[config.mk]
export PLATFORM = sky130hd
export DESIGN_NAME = di_load_ctrl
export DESIGN_NICKNAME = d
export VERILOG_FILES = /design/src/rtl/di_load_ctrl.sv
export SDC_FILE = /design/constraint.sdc
export NUM_CORES = 1
export LEC_CHECK = 0
export CORE_MARGIN = 4
export CORE_UTILIZATION = 35
export DETAILED_ROUTE_END_ITERATION = 10
export RECOVER_POWER = 50
export SETUP_SLACK_MARGIN = 0.15
export SYNTH_ARGS = -nofsm -noshare
export SYNTH_HDL_FRONTEND = slang
export SYNTH_SLANG_ARGS = --single-unit
export TNS_END_PERCENT = 10
[constraint.sdc]
create_clock -name clk -period 2.1 [get_ports clk]
set_clock_uncertainty 0.05 [all_clocks]
set_input_delay 0.21 -clock clk [delete_from_list [all_inputs] [get_ports clk]]
set_output_delay 0.21 -clock clk [all_outputs]
set_load 0.02 [all_outputs]
[src/rtl/di_load_ctrl.sv]
// rtl/di_load_ctrl.sv - ASCII console command decoder driving the clock datapath load/run controls
// Optional DI_DIGIT_RANGE_CHECK_EN: reject tens digits '6'..'9' for minutes and seconds.
module di_load_ctrl #(
    parameter int IDLE_TIMEOUT = 10_000_000
) (
    input  logic       clk,
    input  logic       rst,
    input  logic       rx_valid,
    input  logic [7:0] rx_data,
    output logic       ld_time,
    output logic       ld_alarm,
    output logic       ldMtens,
    output logic       ldMones,
    output logic       ldStens,
    output logic       ldSones,
    output logic [3:0] ld_num,
    output logic       dicRun,
    output logic       dicSelectLEDdisp,
    output logic       err
);

    localparam int CW = $clog2(IDLE_TIMEOUT);
    localparam logic [CW-1:0] TERM = CW'(IDLE_TIMEOUT - 1);
    localparam logic [7:0] ESC = 8'h1B;

    typedef enum logic [2:0] {
        IDLE,
        D_MT,
        D_MO,
        D_ST,
        D_SO
    } state_t;

    state_t        state, stateNxt;
    logic          alm, almNxt;
    logic          runSav, runSavNxt;
    logic          runNxt;
    logic [CW-1:0] cnt, cntNxt;
    logic [3:0]    numNxt;
    logic [3:0]    strbNxt;
    logic          ldTimeNxt, ldAlarmNxt, selNxt, errNxt;
    logic          isDigit, digitOk;

    always_ff @(posedge clk) begin
        if (rst) begin
            state            <= IDLE;
            alm              <= 1'b0;
            runSav           <= 1'b1;
            dicRun           <= 1'b1;
            cnt              <= '0;
            ld_num           <= 4'd0;
            ld_time          <= 1'b0;
            ld_alarm         <= 1'b0;
            ldMtens          <= 1'b0;
            ldMones          <= 1'b0;
            ldStens          <= 1'b0;
            ldSones          <= 1'b0;
            dicSelectLEDdisp <= 1'b0;
            err              <= 1'b0;
        end else begin
            state            <= stateNxt;
            alm              <= almNxt;
            runSav           <= runSavNxt;
            dicRun           <= runNxt;
            cnt              <= cntNxt;
            ld_num           <= numNxt;
            ld_time          <= ldTimeNxt;
            ld_alarm         <= ldAlarmNxt;
            {ldMtens, ldMones, ldStens, ldSones} <= strbNxt;
            dicSelectLEDdisp <= selNxt;
            err              <= errNxt;
        end
    end

    always_comb begin
        isDigit = (rx_data >= 8'h30) && (rx_data <= 8'h39);
        digitOk = isDigit;
`ifdef DI_DIGIT_RANGE_CHECK_EN
        if ((state == D_MT || state == D_ST) && rx_data > 8'h35) begin
            digitOk = 1'b0;
        end
`endif
    end

    always_comb begin
        stateNxt   = state;
        almNxt     = alm;
        runSavNxt  = runSav;
        runNxt     = dicRun;
        cntNxt     = cnt;
        numNxt     = ld_num;
        strbNxt    = 4'b0000;
        ldTimeNxt  = 1'b0;
        ldAlarmNxt = 1'b0;
        selNxt     = 1'b0;
        errNxt     = 1'b0;

        case (state)
            IDLE: begin
                cntNxt = '0;
                if (rx_valid) begin
                    case (rx_data)
                        8'h6C, 8'h4C: begin
                            almNxt    = 1'b0;
                            runSavNxt = dicRun;
                            runNxt    = 1'b0;
                            stateNxt  = D_MT;
                        end
                        8'h61, 8'h41: begin
                            almNxt   = 1'b1;
                            stateNxt = D_MT;
                        end
                        8'h73, 8'h53: runNxt = 1'b0;
                        8'h67, 8'h47: runNxt = 1'b1;
                        8'h6E, 8'h4E: selNxt = 1'b1;
                        default:      errNxt = 1'b1;
                    endcase
                end
            end
            default: begin
                if (rx_valid) begin
                    cntNxt = '0;
                    if (digitOk) begin
                        // Low nibble of an ASCII digit equals its value
                        numNxt     = rx_data[3:0];
                        ldTimeNxt  = !alm;
                        ldAlarmNxt = alm;
                        case (state)
                            D_MT: begin strbNxt = 4'b1000; stateNxt = D_MO; end
                            D_MO: begin strbNxt = 4'b0100; stateNxt = D_ST; end
                            D_ST: begin strbNxt = 4'b0010; stateNxt = D_SO; end
                            default: begin
                                strbNxt  = 4'b0001;
                                stateNxt = IDLE;
                                if (!alm) runNxt = runSav;
                            end
                        endcase
                    end else if (rx_data == ESC) begin
                        stateNxt = IDLE;
                        if (!alm) runNxt = runSav;
                    end else begin
                        errNxt = 1'b1;
                    end
                end else if (cnt == TERM) begin
                    // Entry abandoned: same as ESC but flagged
                    cntNxt   = '0;
                    stateNxt = IDLE;
                    errNxt   = 1'b1;
                    if (!alm) runNxt = runSav;
                end else begin
                    cntNxt = cnt + 1'b1;
                end
            end
        endcase
    end

endmodule
==> results of run 1 <==
[through the flow]
stage                     instance area [sq um]  utilization, %  worst slack (ns)
final                                      2470            44.6             0.256
after floorplan                            2000               -             0.349
after global placement                     2380            42.9            0.0655
after detailed placement                   2380            42.9            0.0857
after global routing                       2470            44.6             0.111
after CTS                                  2470            44.6             0.240
[worst min path at each step]
| stage | endpoint | from |
|---|---|---|
| global route | cnt[0] | cnt[0] |
| finish | cnt[0] | cnt[0] |
| floorplan | runSav | rst |
| CTS | cnt[0] | cnt[0] |
| global placement | cnt[0] | cnt[0] |
| detailed placement | cnt[0] | cnt[0] |
[repair_timing]
action	4_1_cts	5_1_grt
gates resized for setup	0	1
setup buffers	0	0
hold buffers	0	0
endpoints found under the hold margin	0	0
endpoints found under the setup margin	0	1
[sequential cells by signal, summed over array words and instances, names as in the netlist]
| register | cells |
|---|---|
| alm | 1 |
| runSav | 1 |
| ldStens | 1 |
| state | 3 |
| dicRun | 1 |
| ldMones | 1 |
| ldMtens | 1 |
| ld_num | 4 |
| err | 1 |
| ld_alarm | 1 |
| ldSones | 1 |
| cnt | 24 |
| dicSelectLEDdisp | 1 |
| ld_time | 1 |
[per-layer routing]
| layer | global-route usage [%] | up-vias | part of all wire [%] |
|---|---|---|---|
| li1 | - | 887 | - |
| met3 | 4.24 | 5 | 5.6 |
| met5 | 0 | - | 0 |
| met1 | 16.0 | 756 | 46 |
| met2 | 21.7 | 35 | 47 |
| met4 | 4.39 | 0 | 1.2 |
[cells by family (layout without fill, tap and decap cells)]
logic type | count (synthesis) | count (layout) | synth area share (%)
AOI/OAI and AO/OA | 28 | 28 | 10.4
muxes | 3 | 3 | 1.50
adders and majority gates | 1 | 1 | 0.626
DFF | 42 | 42 | 42.1
buffers and inverters | 11 | 48 | 2.75
xor gates and xnor gates | 21 | 21 | 9.20
and+or+nand+nor | 123 | 123 | 33.5
[area by class of cell]
cell class | count | area (sq um) | share of cell area (%)
multi-input combinational | 176 | 1110 | 45.0
sequential | 42 | 841 | 34.0
timing repair buffer | 36 | 320 | 13.0
tap | 72 | 90.1 | 3.65
clock buffer | 7 | 86.3 | 3.50
inverter | 4 | 15.0 | 0.608
clock inverter | 1 | 5.00 | 0.203
[cell usage after synthesis (all sizes together), types with 3 or more instances]
library cell,instances
a211oi,3
a21o,3
a21oi,4
and3,6
and4,4
buf,6
dfxtp,42
inv,4
mux2i,3
nand2,18
nand3,14
nand4,6
nor2,40
nor3,7
nor3b,4
nor4,6
o21ai,5
or3,3
xnor2,6
xor2,15
[power by group]
part | total [mW] | switching (mW) | internal (mW) | leakage (nW)
clock | 0.531 | 0.266 | 0.265 | 0.0482
sequential | 0.798 | 0.00111 | 0.797 | 0.338
combinational | 0.0894 | 0.0448 | 0.0446 | 0.501
total | 1.42 | 0.312 | 1.11 | 0.888
[critical path, stage by stage, from the launching register on]
cell     delay (ns)
dfxtp_1        0.39
or3_1          0.49
and4_4         0.22
a32oi_1        0.20
o31ai_2        0.14
o221a_1        0.25
==> flow_summary.ini, run 1 <==
[outcome]
outcome = finished, final reports clean

[pwr]
finalPower_mw = 1.42
ir_drop_mv = 0.224
p_per_area_nw_per_um2 = 574
p_leak_nw = 0.888

[clocking]
cts_tree = built
clockBufferDepth = 2
numCtsBuffers = 5
path_clk_slew_ns = 0.07
cts-root-buf = clkbuf_8
numClockSinks = 42
h-tree-depth = 2
insertion_delay_ns = 0.29

[grt]
grt_pass1_vias = 1721
grt_usage_pct = 13.1
grt_start_max_net_pins = 23
grt_overflow = 0
antenna_found_initial = 0
grt_pass1_wl_um = 7700

[yosys]
synth_flop_cell = dfxtp_1
syn_nets = 241
netlist_area_sq_um = 2000
syn_area_per_cell_sq_um = 8.73
async_reset_ff_share_pct = 0
synth_top_area_share_pct = 42.1
seq_area_frac_synth_pct = 42.1
ys.warnings.count = 0
synth_edf_count = 0
synth_cell_type_count = 49
yosysTopAreaCell = dfxtp_1
synth_top_cells_by_area = dfxtp_1, nor2_1, xor2_1
synthCells = 229
synth-seq-cells = 42

[worst_setup_path]
cp-start-kind = flop
critPathLaunch = state[0]
endpoint = state[0]
critPathMaxFanout = 10
cp.required_ns = 2.24
timing.rr.start = state[0]
crit_arrival_ns = 1.98
regToRegSetupSlack_ns = 0.26
worstReg2RegEnd = state[0]
reg2regPathDepth = 5
path_class = reg2reg
crit_path_end_kind = flop

[finish]
drive_above_1_share_pct = 10.2
layout_common_cells = dfxtp_1, nor2_1, nand2_1
nets = 277
mostFrequentLayoutCell = dfxtp_1
syn2layout_area_growth_pct = 23.5
diodes = 0
final_cells = 338
fill_cells = 567

[sta]
rsz0062_at_grt = no
final_max_slew_viol_count = 0
post-route-period-util_pct = 87.8
worst_pin_slew_ns = 0.505
hold_slack_ns = 0.400
finalHoldViolCount = 0
slew_headroom_pct = 66.1
fin_crit_ns = 1.84
fin_tns_setup_ns = 0
fmax_mhz = 542
setup_viol = 0

[die]
start_util_pct = 36.1
num_rows = 27
die_h_um = 83.6
die_w_um = 83.6
dieArea_sq_um = 6990
num_io_pins = 24
coreArea_sq_um = 5540

[placed_design]
io_buffers = 23
dp_cells = 330
dp_hpwl_um = 3080
place_congestion = 0.848

[route]
drcViolationCount = 0
avgRoutedWirePerCell_um = 12.5
route.vias.total = 1683
viasPerCell = 4.98
totalWireLength_um = 4240
first_pass_iters = 4
drtIter0Drc = 59
ant_nets = 0

[worst_hold_path]
hold_depth = 1
hold_class = reg2reg

[job]
cap_violations = 0
Power figures use the tool's default switching activity.
==> inputs of run 2 (changes only) <==
--- a/config.mk
+++ b/config.mk
@@ -6,8 +6,9 @@
 export NUM_CORES = 1
 export LEC_CHECK = 0
 export CORE_MARGIN = 4
-export CORE_UTILIZATION = 35
+export CORE_UTILIZATION = 45
 export DETAILED_ROUTE_END_ITERATION = 10
+export PLACE_DENSITY = 0.67
 export RECOVER_POWER = 50
 export SETUP_SLACK_MARGIN = 0.15
 export SYNTH_ARGS = -nofsm -noshare
==> run 2 against run 1 <==
Final cell count is 6.8% lower. Utilization increased by 15 points. Global-route usage up 3.7 points. Non-clock buffer count decreased by 1. Combinational power shrank 3.1%. First-iteration DRC count is 110% higher. Sequential power barely moved. Critical endpoint is now dicRun.
==> flow_summary.ini, run 2 (synthesis results as in run 1) <==
[placed_design]
place_congestion = 0.866
dp_hpwl_um = 2970
io_buffers = 23
dpl_cell_area_sq_um = 2350

[sta]
fmax_mhz = 536
fin_tns_setup_ns = 0
post-route-period-util_pct = 88.8
fin_crit_ns = 1.87
setup_viol = 0
final_max_slew_viol_count = 0
finalHoldViolCount = 0
rsz0062_at_grt = no
slew_headroom_pct = 64.8
hold_slack_ns = 0.400
worst_pin_slew_ns = 0.523

[clocking]
h-tree-depth = 2
path_clk_slew_ns = 0.07
cts-root-buf = clkbuf_8
numClockSinks = 42
cts_tree = built
insertion_delay_ns = 0.30
clockBufferDepth = 2
post_cts.repair.setup_buffers = 0
numCtsBuffers = 5

[finish]
layout_common_cells = dfxtp_1, nor2_1, nand2_1
largest_reg_flops = 24
reg_top3 = cnt: 24 flops, ld_num: 4 flops, state: 3 flops
diodes = 0
design_area_sq_um = 2460
top_register = cnt
drive_above_1_share_pct = 10.6
syn2layout_area_growth_pct = 23.2
nets = 276
mostFrequentLayoutCell = dfxtp_1

[grt]
antenna_found_initial = 0
grt_pass1_vias = 1580
grt_overflow = 0
grt_pass1_wl_um = 7220
grt_usage_pct = 16.8
grt_start_max_net_pins = 20

[worst_setup_path]
cp_num_buf_inv = 1
slowest_stage = dlygate4sd3_1
crit_path_end_kind = flop
crit_family = buffers and inverters
critPathMaxFanout = 7
cp.required_ns = 2.26
path_class = in2reg
crit_chain = dlygate4sd3_1 -> nor2b_1 -> or3b_1 -> o311a_1 -> a211oi_1
cp-start-kind = input port
crit_path_max_incr_delay_ns = 0.66
regToRegSetupSlack_ns = 0.29
crit_arrival_ns = 2.02

[pwr]
p_comb_share_pct = 5.8
finalPower_mw = 1.49
p_int_mw = 1.17
p_per_area_nw_per_um2 = 604
p_leak_nw = 0.900
p_seq_share_pct = 53.7
ir_drop_mv = 0.374
p_sw_share_pct = 21.2
p_clk_share_pct = 40.5
switching_power_mw = 0.315

[outcome]
outcome = finished, final reports clean

[die]
die_h_um = 74.7
dieArea_sq_um = 5570
num_rows = 23
coreArea_sq_um = 4140
die_w_um = 74.7
num_io_pins = 24
start_util_pct = 48.2

[worst_hold_path]
hold_class = reg2reg

[route]
drcViolationCount = 0
drtIter0Drc = 121
avgRoutedWirePerCell_um = 13.2
totalWireLength_um = 4150
ant_nets = 0
viasPerCell = 5.48
route.vias.total = 1725
first_pass_iters = 4

[job]
cap_violations = 0
## run 2: timing repair
item	CTS	global route
gates resized for setup	0	1
hold buffers	0	0
setup endpoints to repair	0	1
## run 2: stage by stage
stage / setup WS (ns) / cells / utilization (%)
4_1_cts: 0.298 / 315 / 59.5
3_3_place_gp: 0.0823 / 307 / 56.8
3_5_place_dp: 0.0668 / 307 / 56.8
5_1_grt: 0.0809 / 315 / 59.4
2_1_floorplan: 0.349 / 229 / -
6_report: 0.235 / 315 / 59.4
## run 2: power by group through the flow
| stage | combinational, mW | sequential [mW] | clock, mW |
|---|---|---|---|
| floorplan | 0.0366 | 0.819 | 0 |
| global placement | 0.0859 | 0.817 | 0 |
| detailed placement | 0.0858 | 0.817 | 0 |
| CTS | 0.0868 | 0.798 | 0.622 |
| global route | 0.0948 | 0.798 | 0.651 |
| finish | 0.0866 | 0.798 | 0.602 |
## run 2: layout make-up
cell class | instances | area [sq um]
inverters | 4 | 15.0
flip-flops and latches | 42 | 841
multi-input cells | 176 | 1110
fillers | 385 | 1680
repair buffers | 35 | 325
clock buffers | 8 | 110
well taps | 50 | 62.6
## run 2: metal layers
metal  global-route usage, %  vias to the layer above  routed length [um]
met5                       0                        -                   0
met4                    6.72                        0                  74
met3                    5.07                        7                 209
met2                    23.0                       33                1770
met1                    24.6                      795                2090
li1                        -                      890                   -
## run 2: final timing paths
kind / from / to / cells past startpoint
setup / recovery: rx_data[2] / dicRun / 5
hold reg to reg: cnt[0] / cnt[0] / 1
hold / removal: cnt[0] / cnt[0] / 1
setup reg to reg: cnt[3] / cnt[12] / 5
==> inputs of run 3 (changes only) <==
--- a/config.mk
+++ b/config.mk
@@ -8,6 +8,7 @@
 export CORE_MARGIN = 4
 export CORE_UTILIZATION = 45
 export DETAILED_ROUTE_END_ITERATION = 10
+export GPL_ROUTABILITY_DRIVEN = 0
 export PLACE_DENSITY = 0.67
 export RECOVER_POWER = 50
 export SETUP_SLACK_MARGIN = 0.15
==> results of run 3 <==
Same layout as run 2: the final DEF is identical, and so are final timing and power.
